===== src/rtl/frame_sync_tracker.sv =====
// frame_sync_tracker: I2S / LJ / DSP-TDM frame and slot position tracker.
// All state advances on the falling edge of the bit clock.
module frame_sync_tracker #(
  parameter int CH_MAX = 8,
  parameter int SW = $clog2(CH_MAX)
) (
  input  logic          clk,
  input  logic          rst_,
  input  logic          ws,
  input  logic          en,
  input  logic [1:0]    mode,
  input  logic [SW:0]   num_ch,
  input  logic [4:0]    slot_len_m1,
  output logic [1:0]    state,
  output logic [SW-1:0] slot,
  output logic [4:0]    bit_cnt,
  output logic          slot_active,
  output logic          frame_start,
  output logic          slot_start,
  output logic          sync_err,
  output logic [7:0]    err_cnt
);

  localparam logic [1:0] S_IDLE = 2'd0;
  localparam logic [1:0] S_HUNT = 2'd1;
  localparam logic [1:0] S_RUN  = 2'd2;
  localparam logic [1:0] M_I2S  = 2'd0;
  localparam logic [1:0] M_DSP  = 2'd2;
  localparam logic [1:0] M_RSV  = 2'd3;

  logic [1:0]    state_q, state_d;
  logic [SW-1:0] slot_q, slot_d;
  logic [4:0]    bit_q, bit_d;
  logic          fs_q, fs_d;
  logic          ss_q, ss_d;
  logic          se_q, se_d;
  logic [7:0]    err_q, err_d;
  logic          ws_q;
  logic [1:0]    mode_q, mode_d;
  logic [SW:0]   nch_q, nch_d;
  logic [4:0]    slen_q, slen_d;

  logic          run, go, dsp, stereo;
  logic          e, m, bit_end, frame_end;
  logic [1:0]    cur_mode;
  logic [SW-1:0] last_slot;

  always_ff @(negedge clk or negedge rst_) begin
    if (!rst_) begin
      state_q <= S_IDLE;
      slot_q  <= '0;
      bit_q   <= '0;
      fs_q    <= 1'b0;
      ss_q    <= 1'b0;
      se_q    <= 1'b0;
      err_q   <= '0;
      ws_q    <= 1'b0;
      mode_q  <= '0;
      nch_q   <= '0;
      slen_q  <= '0;
    end else begin
      state_q <= state_d;
      slot_q  <= slot_d;
      bit_q   <= bit_d;
      fs_q    <= fs_d;
      ss_q    <= ss_d;
      se_q    <= se_d;
      err_q   <= err_d;
      ws_q    <= ws;
      mode_q  <= mode_d;
      nch_q   <= nch_d;
      slen_q  <= slen_d;
    end
  end

  // Live inputs steer edge detection until the frame format is frozen in RUN.
  always_comb begin
    run       = state_q == S_RUN;
    go        = en && (mode != M_RSV);
    cur_mode  = run ? mode_q : mode;
    dsp       = cur_mode == M_DSP;
    stereo    = !dsp && (cur_mode != M_RSV);
    e         = (cur_mode == M_I2S) ? (ws_q & ~ws) : (~ws_q & ws);
    m         = stereo & (ws_q ^ ws) & ~e;
    last_slot = dsp ? SW'(nch_q - 1'b1) : SW'(1);
    bit_end   = bit_q == slen_q;
    frame_end = bit_end && (slot_q == last_slot);
  end

  always_comb begin
    state_d = state_q;
    slot_d  = slot_q;
    bit_d   = bit_q;
    fs_d    = 1'b0;
    ss_d    = 1'b0;
    se_d    = 1'b0;
    mode_d  = run ? mode_q : mode;
    nch_d   = run ? nch_q : num_ch;
    slen_d  = run ? slen_q : slot_len_m1;
    unique case (1'b1)
      !go: begin
        state_d = S_IDLE;
        slot_d  = '0;
        bit_d   = '0;
      end
      go && state_q == S_IDLE: state_d = S_HUNT;
      go && state_q == S_HUNT: begin
        if (e) begin
          state_d = S_RUN;
          slot_d  = '0;
          bit_d   = '0;
          fs_d    = 1'b1;
          ss_d    = 1'b1;
        end
      end
      go && run: begin
        if (e) begin
          se_d   = !frame_end;
          slot_d = '0;
          bit_d  = '0;
          fs_d   = 1'b1;
          ss_d   = 1'b1;
        end else if (frame_end) begin
          state_d = S_HUNT;
          slot_d  = '0;
          bit_d   = '0;
        end else if (stereo && bit_end && slot_q == '0) begin
          se_d   = !m;
          slot_d = SW'(1);
          bit_d  = '0;
          ss_d   = 1'b1;
        end else if (m && slot_q == '0) begin
          se_d   = 1'b1;
          slot_d = SW'(1);
          bit_d  = '0;
          ss_d   = 1'b1;
        end else begin
          se_d = m;
          if (bit_end) begin
            bit_d  = '0;
            slot_d = slot_q + 1'b1;
            ss_d   = 1'b1;
          end else begin
            bit_d = bit_q + 1'b1;
          end
        end
      end
      default: begin
        state_d = S_IDLE;
        slot_d  = '0;
        bit_d   = '0;
      end
    endcase
    err_d = (se_d && err_q != 8'hFF) ? err_q + 8'd1 : err_q;
  end

  // A mono I2S/LJ stream carries data only in the left slot.
  always_comb begin
    slot_active = 1'b0;
    if (state_q == S_RUN) begin
      if (mode_q == M_DSP)
        slot_active = {1'b0, slot_q} < nch_q;
      else
        slot_active = (nch_q >= (SW+1)'(2)) || (slot_q == '0);
    end
    state       = state_q;
    slot        = slot_q;
    bit_cnt     = bit_q;
    frame_start = fs_q;
    slot_start  = ss_q;
    sync_err    = se_q;
    err_cnt     = err_q;
  end

endmodule


===== config.mk =====
export PLATFORM = sky130hd
export DESIGN_NAME = frame_sync_tracker
export DESIGN_NICKNAME = d
export VERILOG_FILES = /design/src/rtl/frame_sync_tracker.sv
export SDC_FILE = /design/constraint.sdc
export NUM_CORES = 1
export LEC_CHECK = 0
export ABC_AREA = 1
export CAP_MARGIN = 20
export CELL_PAD_IN_SITES_DETAIL_PLACEMENT = 0
export CELL_PAD_IN_SITES_GLOBAL_PLACEMENT = 1
export CORE_MARGIN = 1.5
export CORE_UTILIZATION = 38
export CTS_CLUSTER_DIAMETER = 60
export DETAILED_ROUTE_END_ITERATION = 7
export PLACE_DENSITY = 0.83
export SLEW_MARGIN = 20
export SYNTH_ARGS = -nofsm -noshare
export SYNTH_HDL_FRONTEND = slang
export SYNTH_SLANG_ARGS = --single-unit

===== constraint.sdc =====
create_clock -name clk -period 2.6 [get_ports clk]
set_clock_uncertainty 0.15 [all_clocks]
set_input_delay 0.26 -clock clk [delete_from_list [all_inputs] [get_ports clk]]
set_output_delay 0.26 -clock clk [all_outputs]
set_load 0.1 [all_outputs]

==> qor.yml, run 1 <==
clock_tree:
  htreeDepth: 2
  clockBufferDepth: 2
  cts_buffers: 5
  clock_latency_ns: 0.30
  clockRootBuffer: "clkbuf_8"
  clkTransAtPathRegs_ns: 0.05
  cts_tree: "done"
  clkSinkCount: 33
power_and_ir_drop:
  vdd_drop_max_uv: 438
  pwr-share-seq: 0.404
  power_leakage_nw: 1.68
  power.density_nw_per_um2: 403
  power_mw: 1.40
  power.internal_mw: 0.935
  p_clk_frac: 0.286
  switching_share: 0.333
  pwr-share-comb: 0.310
  switching_power_mw: 0.467
global_route:
  antenna_found_initial: 0
  grt_pass1_wl_um: 8680
  grt_usage: 0.205
  grt_pass1_vias: 1917
  grt_overflow_total: 0
  grt_max_degree: 34
synthesis:
  synth_flop_cell: "dfrtn_1"
  yosysMostFrequentCell: "nand2_1"
  synth-seq-cells: 33
  synth.distinct_cells: 25
  synth_fp_nets: 278
  synth_top_area_share: 0.420
  yosys.area.top_type: "dfrtn_1"
  synth_edf_count: 0
  synth_area_per_cell_um2: 7.77
  ys_seq_area_frac: 0.420
  synthTopCellsByCount: "nand2_1 (71), dfrtn_1 (33), inv_1 (31)"
  synthCells: 253
  ys_warn_count: 0
  ys_top_cells_by_area: "dfrtn_1 (42%), nand2_1 (14%), ha_1 (6.4%)"
  async_flop_share: 1.00
  syn_area_um2: 1970
run_status:
  status: "complete, but fails checks"
  failed_checks: "negative setup slack"
placement:
  io_buffers: 36
  dp_hpwl_um: 3530
  place_congestion: 0.795
  place_area_um2: 3000
cells_and_area:
  fin_area_um2: 3480
  final_core_util: 0.690
  layout.nets: 376
  fillers: 386
  layout-drive-gt1-share: 0.453
  antenna_cells: 0
  syn2layout_area_growth_pct: 77.0
route:
  wl_um: 5140
  wl_per_cell_um: 12.2
  drc: 0
  dr.first_iter.drc_count: 98
  firstDrtPassIters: 4
  vias: 1954
  via_per_inst: 4.64
  antenna_left: 0
setup_path:
  crit_path_start_kind: "flop"
  regToRegStartpoint: "state[0]"
  startpoint: "slot[1]"
  cp-end-kind: "primary output"
  cp.arrival_ns: 3.00
  crit_required_ns: 2.19
  crit_path_max_fanout: 3
  crit_type: "flop to primary output"
floorplan:
  fp.coreArea_um2: 5040
  rows: 26
  die_width_um: 74.9
  initial_utilization: 0.390
  io_pins: 37
  dieArea_um2: 5620
  dieHeight_um: 74.9
timing:
  fin_ws_ns: -0.808
  setup_violations: 39
  tightest_slew_ns: 0.516
  rsz0062_at_grt: "true"
  hold_viol_final: 0
  slew_violations: 0
  slew-limit-headroom: 0.655
worst_hold_path:
  min_path_type: "flop to flop"
  min-delay-start: "slen_q[0]"
job:
  cap_violations: 0
-- final timing paths --
| check | end | slack [ns] | cells past startpoint |
|---|---|---|---|
| min reg2reg | slen_q[0] | 0.31 | 2 |
| max reg2reg | bit_cnt[3] | 0.14 | 15 |
| max in group asynchronous | state[1] | 0.71 | 2 |
| min | slen_q[0] | 0.31 | 2 |
| min in group asynchronous | slen_q[3] | 1.36 | 2 |
| max | slot_active | -0.81 | 7 |
-- registers in the layout, summed over array words and instances (netlist names) --
| name | flops |
|---|---|
| err_cnt | 8 |
| bit_cnt | 5 |
| slen_q | 5 |
| nch_q | 4 |
| slot | 3 |
| mode_q | 2 |
| state | 2 |
| frame_start | 1 |
| slot_start | 1 |
| sync_err | 1 |
| ws_q | 1 |
-- per-layer routing --
metal | vias up | part of all wire | track usage
li1 | 992 | - | -
met1 | 901 | 0.45 | 0.261
met2 | 49 | 0.49 | 0.346
met3 | 12 | 0.044 | 0.0482
met4 | 0 | 0.020 | 0.0626
met5 | - | 0 | 0
-- power by group through the flow --
stage	Sequential (mW)	Clock [mW]	Combinational [mW]
finish	0.566	0.402	0.434
global route	0.569	0.439	0.464
CTS	0.566	0.416	0.415
detailed placement	0.573	0	0.379
global placement	0.573	0	0.374
floorplan	0.657	0	0.132
-- placed cells by master, fill, tap and decap left out, types with 6 or more instances in the layout --
cell type | netlist | layout
buf_12 | 0 | 25
buf_4 | 0 | 48
buf_6 | 1 | 7
clkbuf_8 | 0 | 6
clkdlybuf4s50_1 | 0 | 10
dfrtn_1 | 33 | 33
ha_1 | 10 | 6
inv_1 | 31 | 23
inv_2 | 3 | 8
nand2_1 | 71 | 54
nand2_2 | 11 | 18
nand2_4 | 2 | 10
nand3_1 | 24 | 17
nand3_2 | 1 | 8
nor2_1 | 25 | 18
nor2_2 | 1 | 6
xnor2_1 | 7 | 7
xor2_1 | 7 | 7
-- kinds of logic after synthesis --
family          synth area share
fa+ha+maj                 0.0636
xor+xnor                  0.0623
simple gates               0.341
flops                      0.420
mux                      0.00509
buf+inv                   0.0725
compound gates            0.0356
-- layout make-up --
| class | instances | area [µm²] | area share |
|---|---|---|---|
| inverters | 34 | 150 | 0.0431 |
| multi-input cells | 184 | 1250 | 0.359 |
| well taps | 70 | 87.6 | 0.0252 |
| flip-flops and latches | 33 | 826 | 0.237 |
| clock inverters | 1 | 7.51 | 0.00216 |
| clock buffers | 6 | 82.6 | 0.0237 |
| repair buffers | 93 | 1080 | 0.310 |
-- metrics by stage --
step | TNS (ns) | hold WS [ns] | std cells | worst slack (ns)
floorplan | -7.95 | 0.273 | 253 | -1.20
global placement | -20.31 | 0.311 | 392 | -1.09
detailed placement | -20.59 | 0.325 | 392 | -1.09
CTS | -5.40 | 0.330 | 412 | -0.787
global route | -8.31 | 0.353 | 421 | -0.897
finish | -5.53 | 0.311 | 421 | -0.808
-- critical path: stages, from the launching register on --
cell and delay [ns]:
dfrtn_1 0.48, ha_4 0.23, a21oi_2 0.14, nor2_1 0.05
o21ai_1 0.11, o211ai_1 0.14, nand2_4 0.09, buf_12 0.17
-- what timing repair did --
item | in CTS | in global routing
endpoints found under the setup margin | 43 | 43
resized for setup | 53 | 23
setup buffers | 13 | 10
pin swaps | 28 | 19
hold buffers | 0 | 0
Note: power is estimated with default switching activity, not from simulation.
==> run 2, diff against run 1 <==
--- a/config.mk
+++ b/config.mk
@@ -13,8 +13,9 @@
 export CORE_UTILIZATION = 38
 export CTS_CLUSTER_DIAMETER = 60
 export DETAILED_ROUTE_END_ITERATION = 7
+export GPL_TIMING_DRIVEN = 0
 export PLACE_DENSITY = 0.83
-export SLEW_MARGIN = 20
+export SLEW_MARGIN = 10
 export SYNTH_ARGS = -nofsm -noshare
 export SYNTH_HDL_FRONTEND = slang
 export SYNTH_SLANG_ARGS = --single-unit
==> run 2 against run 1 <==
Net effect:
- the run still ends with negative setup slack left
- worst hold slack better by 0.0086 ns
- first-iteration DRC count down 4.1%
- worst setup slack worse by 0.036 ns
- largest power group unchanged
==> qor.yml, run 2 (same netlist as run 1, synthesis figures left out) <==
setup_path:
  cp.arrival_ns: 3.03  # was 3.00 ns
  crit_path_start_kind: "flop"  # unchanged
  crit_path_max_fanout: 3  # unchanged
  rr_endpoint: "err_cnt[1]"  # was bit_cnt[3]
  crit_type: "flop to primary output"  # unchanged
  cp-end-kind: "primary output"  # unchanged
  crit_required_ns: 2.19  # about the same
  rrSetupSlack_ns: 0.28  # was 0.14 ns
  rr_worst_depth: 15  # unchanged
  regToRegStartpoint: "slot[1]"  # was state[0]
clock_tree:
  clockRootBuffer: "clkbuf_8"  # unchanged
  cts_tree: "done"  # unchanged
  cts_buffers: 5  # unchanged
  clkSinkCount: 33  # unchanged
  clock_latency_ns: 0.29  # was 0.30 ns
  htreeDepth: 2  # unchanged
  clkTransAtPathRegs_ns: 0.05  # about the same
  holdBufCountCts: 0  # unchanged
  clockBufferDepth: 2  # unchanged
cells_and_area:
  largest_reg_flops: 8  # unchanged
  final_common_cell: "nand2_1"  # unchanged
  layout.nets: 371  # was 376
  fillers: 406  # was 386
  layout-drive-gt1-share: 0.432  # was 0.453
  syn2layout_area_growth_pct: 75.0  # was 77.0%
  antenna_cells: 0  # unchanged
  final_core_util: 0.683  # was 0.690
  layout_common_cells: "nand2_1 (56), buf_4 (35), dfrtn_1 (33), inv_1 (22), buf_12 (21)"  # was nand2_1 (54), buf_4 (48), dfrtn_1 (33), buf_12 (25), inv_1 (23)
global_route:
  grt_pass1_vias: 1969  # was 1917
  grt_usage: 0.211  # was 0.205
  antenna_found_initial: 0  # unchanged
  grt_overflow_total: 0  # unchanged
  grt_max_degree: 34  # unchanged
  grt_pass1_wl_um: 8840  # was 8680 µm
power_and_ir_drop:
  switching_power_mw: 0.467  # about the same
  pwr-share-comb: 0.277  # was 0.310
  power.internal_mw: 1.02  # was 0.935 mW
  power.density_nw_per_um2: 432  # was 403 nW/µm²
  p_clk_frac: 0.341  # was 0.286
  switching_share: 0.314  # was 0.333
  power_leakage_nw: 1.67  # was 1.68 nW
  pwr-share-seq: 0.383  # was 0.404
  vdd_drop_max_uv: 470  # was 438 µV
floorplan:
  rows: 26  # unchanged
  io_pins: 37  # unchanged
  initial_utilization: 0.390  # unchanged
  die_width_um: 74.9  # unchanged
  dieArea_um2: 5620  # unchanged
  dieHeight_um: 74.9  # unchanged
  fp.coreArea_um2: 5040  # unchanged
route:
  antenna_left: 0  # unchanged
  wl_per_cell_um: 12.9  # was 12.2 µm
  wl_um: 5400  # was 5140 µm
  vias: 1940  # was 1954
  drc: 0  # unchanged
  firstDrtPassIters: 4  # unchanged
  dr.first_iter.drc_count: 94  # was 98
  via_per_inst: 4.65  # was 4.64
timing:
  whs_ns: 0.320  # was 0.311 ns
  hold_viol_final: 0  # unchanged
  setup_violations: 39  # unchanged
  tightest_slew_ns: 0.768  # was 0.516 ns
  slew-limit-headroom: 0.488  # was 0.655
  fin_ws_ns: -0.844  # was -0.808 ns
  slew_violations: 0  # unchanged
  rsz0062_at_grt: "true"  # unchanged
job:
  cap_violations: 0  # unchanged
run_status:
  status: "complete, but fails checks"  # unchanged
  failed_checks: "negative setup slack"  # unchanged
worst_hold_path:
  hold-path-endpoint: "nch_q[3]"  # was slen_q[0]
  min-delay-start: "nch_q[3]"  # was slen_q[0]
  hold_depth: 2  # unchanged
  min_path_type: "flop to flop"  # unchanged
placement:
  place_congestion: 0.793  # was 0.795
  io_buffers: 36  # unchanged
  dp_hpwl_um: 3160  # was 3530 µm
  dp_worst_setup_slack_ns: -1.60  # was -1.09 ns
==> run 2: per-layer routing <==
layer,share of wire,GRT usage
met3,0.036,0.0495
met4,0.019,0.0909
met5,0,0
met2,0.51,0.367
met1,0.43,0.249
==> run 2: final cells by class <==
| cell class | count | area (µm²) | share of cell area |
|---|---|---|---|
| Multi-Input combinational cell | 184 | 1230 | 0.358 |
| Timing Repair Buffer | 87 | 1020 | 0.296 |
| Sequential cell | 33 | 826 | 0.240 |
| Inverter | 34 | 158 | 0.0458 |
| Tap cell | 70 | 87.6 | 0.0254 |
| Clock buffer | 7 | 86.3 | 0.0251 |
| Clock inverter | 1 | 30.0 | 0.00872 |
| Buffer | 1 | 3.75 | 0.00109 |
==> run 2: per-stage QoR <==
| stage | setup TNS (ns) | total power [mW] | area (µm²) | std cells |
|---|---|---|---|---|
| final | -6.65 | 1.49 | 3440 | 417 |
| after global routing | -8.65 | 1.55 | 3440 | 417 |
| after CTS | -5.26 | 1.47 | 3250 | 408 |
| after detailed placement | -37.88 | 0.878 | 2500 | 359 |
| after global placement | -65.47 | 0.877 | 2500 | 359 |
| after floorplan | -7.95 | 0.789 | 2060 | 253 |
==> run 2: worst max-delay path by stage <==
stage / start / end / slack [ns] / depth (start not counted)
after global routing: slot[1] / slot_active / -0.95 / 7
after detailed placement: slot[1] / slot_active / -1.60 / 7
final: slot[1] / slot_active / -0.84 / 7
after global placement: slot[1] / slot_active / -1.60 / 7
after floorplan: slot[1] / slot_active / -1.20 / 6
after CTS: slot[1] / slot_active / -0.83 / 7
==> run 2: timing repair <==
action / CTS / global route
gates cloned: 1 / 0
setup buffers: 41 / 12
setup endpoints to repair: 43 / 42
resized for setup: 245 / 35
pin swaps: 25 / 24
==> run 2: power by group through the flow <==
stage | clock, mW | sequential [mW] | combinational, mW
CTS | 0.518 | 0.569 | 0.379
global placement | 0 | 0.580 | 0.297
detailed placement | 0 | 0.579 | 0.299
global route | 0.537 | 0.571 | 0.440
finish | 0.507 | 0.569 | 0.412
floorplan | 0 | 0.657 | 0.132
==> run 2: worst max-delay path: stages (launching register included) <==
cell,delay (ns)
dfrtn_1,0.51
ha_4,0.24
a21oi_2,0.14
nor2_1,0.05
o21ai_1,0.11
o211ai_1,0.14
nand2_4,0.09
buf_12,0.17
==> run 3, diff against run 2 <==
--- a/config.mk
+++ b/config.mk
@@ -5,16 +5,17 @@
 export SDC_FILE = /design/constraint.sdc
 export NUM_CORES = 1
 export LEC_CHECK = 0
-export ABC_AREA = 1
+export ABC_AREA = 0
 export CAP_MARGIN = 20
 export CELL_PAD_IN_SITES_DETAIL_PLACEMENT = 0
 export CELL_PAD_IN_SITES_GLOBAL_PLACEMENT = 1
 export CORE_MARGIN = 1.5
-export CORE_UTILIZATION = 38
+export CORE_UTILIZATION = 42
 export CTS_CLUSTER_DIAMETER = 60
 export DETAILED_ROUTE_END_ITERATION = 7
 export GPL_TIMING_DRIVEN = 0
-export PLACE_DENSITY = 0.83
+export PLACE_DENSITY = 0.87
+export REMOVE_ABC_BUFFERS = 1
 export SLEW_MARGIN = 10
 export SYNTH_ARGS = -nofsm -noshare
 export SYNTH_HDL_FRONTEND = slang
==> constraint.sdc (replaced) <==
create_clock -name clk -period 4.2 [get_ports clk]
set_clock_uncertainty 0.15 [all_clocks]
set_input_delay 0.42 -clock clk [delete_from_list [all_inputs] [get_ports clk]]
set_output_delay 0.42 -clock clk [all_outputs]
set_load 0.1 [all_outputs]
==> run 3 against run 2 <==
Net effect:
- the flow still finishes with violations (negative setup slack)
- first-iteration DRC count is 17% higher
- via count is 14% lower
- global-route usage is 2.3 points lower
- sequential power decreased by 39%
- flip-flop and latch count is the same
- worst setup slack better by 0.58 ns
- register-to-register slack better by 1.1 ns
- core utilization shrank 7.7 points
- die area fell by 9.9%
- critical path depth decreased by 6
- count of clock-buffer cells in the layout decreased by 2
- non-clock buffer count decreased by 33
- critical path type unchanged
==> qor.yml, run 3 <==
run_status:
  status: "complete, but fails checks"  # unchanged
  failed_checks: "negative setup slack"  # unchanged
cells_and_area:
  antenna_cells: 0  # unchanged
  fin_area_um2: 2670  # was 3440 µm²
  final_common_cell: "nand2_1"  # unchanged
  layout-drive-gt1-share: 0.282  # was 0.432
  largest_reg_flops: 8  # unchanged
  layout.nets: 286  # was 371
  layout_common_cells: "nand2_1 (37), dfrtn_1 (33), buf_4 (17), clkdlybuf4s15_2 (16), o21ai_0 (12)"  # was nand2_1 (56), buf_4 (35), dfrtn_1 (33), inv_1 (22), buf_12 (21)
  syn2layout_area_growth_pct: 37.0  # was 75.0%
  instances_no_fill: 314  # was 417
setup_path:
  slowest_delay_ns: 0.90  # was 0.51 ns
  slowest_stage: "dlygate4sd2_1"  # was dfrtn_1
  crit_type: "flop to primary output"  # unchanged
  crit_required_ns: 3.63  # was 2.19 ns
  crit_family: "buffers and inverters"  # was flip-flops
  crit_path_max_fanout: 7  # was 3
  startpoint: "state[1]"  # was slot[1]
  cp.arrival_ns: 3.90  # was 3.03 ns
  crit_buf_inv: 1  # unchanged
  cp-end-kind: "primary output"  # unchanged
  path_cells: "dlygate4sd2_1"  # was ha_4 -> a21oi_2 -> nor2_1 -> o21ai_1 -> o211ai_1 -> nand2_4 -> buf_12
  crit_path_start_kind: "flop"  # unchanged
  regToRegStartpoint: "state[1]"  # was slot[1]
clock_tree:
  clkSinkCount: 33  # unchanged
  cts_tree: "done"  # unchanged
  clockRootBuffer: "clkbuf_8"  # unchanged
  clkTransAtPathRegs_ns: 0.05  # about the same
  clock_latency_ns: 0.28  # was 0.29 ns
  clockBufferDepth: 2  # unchanged
  htreeDepth: 2  # unchanged
  holdBufCountCts: 0  # unchanged
  cts_buffers: 5  # unchanged
power_and_ir_drop:
  pwr-share-comb: 0.170  # was 0.277
  switching_share: 0.260  # was 0.314
  pwr-share-seq: 0.412  # was 0.383
  power_mw: 0.841  # was 1.49 mW
  vdd_drop_max_uv: 201  # was 470 µV
  switching_power_mw: 0.219  # was 0.467 mW
  p_clk_frac: 0.417  # was 0.341
  power.internal_mw: 0.622  # was 1.02 mW
  power_leakage_nw: 1.24  # was 1.67 nW
  power.density_nw_per_um2: 315  # was 432 nW/µm²
synthesis:
  synth_area_per_cell_um2: 9.52  # was 7.77 µm²
  synth-seq-cells: 33  # unchanged
  yosys.area.top_type: "dfrtn_1"  # unchanged
  yosysMostFrequentCell: "nand2_1"  # unchanged
  synth_edf_count: 0  # unchanged
  async_flop_share: 1.00  # unchanged
  synth.distinct_cells: 46  # was 25
  synthTopCellsByCount: "nand2_1 (37), dfrtn_1 (33), inv_1 (12), o21ai_0 (12)"  # was nand2_1 (71), dfrtn_1 (33), inv_1 (31)
  ys_top_cells_by_area: "dfrtn_1 (42%), nand2_1 (7.1%), ha_1 (6.4%)"  # was dfrtn_1 (42%), nand2_1 (14%), ha_1 (6.4%)
  syn_area_um2: 1950  # was 1970 µm²
  synthCells: 205  # was 253
  synth_top_area_share: 0.423  # was 0.420
  ys_seq_area_frac: 0.423  # was 0.420
  synth_flop_cell: "dfrtn_1"  # unchanged
  ys_warn_count: 0  # unchanged
placement:
  dp_worst_setup_slack_ns: -0.940  # was -1.60 ns
  io_buffers: 36  # unchanged
  place_congestion: 0.762  # was 0.793
  place_area_um2: 2310  # was 2500 µm²
  dp_hpwl_um: 2810  # was 3160 µm
  placed_cells: 287  # was 359
timing:
  fin_setup_tns_ns: -0.519  # was -6.65 ns
  hold_viol_final: 0  # unchanged
  rsz0062_at_grt: "true"  # unchanged
  slew-limit-headroom: 0.370  # was 0.488
  setup_violations: 2  # was 39
  slew_violations: 0  # unchanged
  fin_ws_ns: -0.268  # was -0.844 ns
  tightest_slew_ns: 0.948  # was 0.768 ns
worst_hold_path:
  min-delay-start: "slen_q[4]"  # was nch_q[3]
  min_path_type: "flop to flop"  # unchanged
global_route:
  grt_pass1_wl_um: 7450  # was 8840 µm
  grt_pass1_vias: 1606  # was 1969
  antenna_found_initial: 0  # unchanged
  grt_max_degree: 34  # unchanged
  grt_overflow_total: 0  # unchanged
  grt_usage: 0.188  # was 0.211
floorplan:
  fp.coreArea_um2: 4410  # was 5040 µm²
  die_width_um: 71.2  # was 74.9 µm
  rows: 24  # was 26
  io_pins: 37  # unchanged
  dieArea_um2: 5060  # was 5620 µm²
  initial_utilization: 0.442  # was 0.390
  dieHeight_um: 71.2  # was 74.9 µm
route:
  dr.first_iter.drc_count: 110  # was 94
  drc: 0  # unchanged
  wl_um: 4360  # was 5400 µm
  vias: 1663  # was 1940
  antenna_left: 0  # unchanged
  via_per_inst: 5.30  # was 4.65
  wl_per_cell_um: 13.9  # was 12.9 µm
  firstDrtPassIters: 4  # unchanged
job:
  cap_violations: 0  # unchanged
-- run 3: final cells by class --
class / instances / area [µm²]
clock inverters: 3 / 65.1
well taps: 52 / 65.1
multi-input cells: 154 / 1090
inverters: 12 / 45.0
flip-flops and latches: 33 / 826
fillers: 401 / 1740
repair buffers: 55 / 510
clock buffers: 5 / 68.8
-- run 3: per-stage QoR --
stage,utilization,hold WS (ns)
after floorplan,-,0.251
after global placement,0.526,0.267
after detailed placement,0.524,0.272
after CTS,0.601,0.289
after global routing,0.605,0.316
final,0.605,0.281
-- run 3: power groups by stage --
stage / clock network [mW] / logic, mW / registers [mW]
2_1_floorplan: 0 / 0.0521 / 0.388
3_3_place_gp: 0 / 0.130 / 0.352
3_5_place_dp: 0 / 0.131 / 0.352
4_1_cts: 0.358 / 0.140 / 0.348
5_1_grt: 0.373 / 0.155 / 0.349
6_report: 0.351 / 0.143 / 0.347
-- run 3: metal layers --
metal  track usage  vias to the layer above  wire length (µm)
met4        0.0461                        0                25
met1         0.255                      813              2010
met2         0.311                       32              2140
li1              -                      816                 -
met5             0                        -                 0
met3        0.0385                        2               187
-- run 3: path summary, 6_finish.rpt --
kind	end	slack [ns]	cells after the start
worst max register to register	err_cnt[1]	1.35	7
worst min register to register	slen_q[4]	0.28	2
worst min-delay path	slen_q[4]	0.28	2
max in group asynchronous	mode_q[1]	1.37	1
min in group asynchronous	slot[2]	2.03	1
worst max-delay path	state[1]	-0.27	1
-- run 3: timing repair --
item	CTS	global route
endpoints found under the hold margin	0	0
resized for setup	92	6
pin swaps	7	4
setup endpoints to repair	42	7
buffers inserted	17	2
-- run 3: cells by family after synthesis --
group                      count (synthesis)  share of synthesized area
buffers and inverters                     18                     0.0520
adders and majority gates                 10                     0.0641
muxes                                      6                     0.0455
DFF                                       33                      0.423
and+or+nand+nor                           88                      0.233
AOI/OAI and AO/OA                         37                      0.123
xor gates and xnor gates                  13                     0.0584
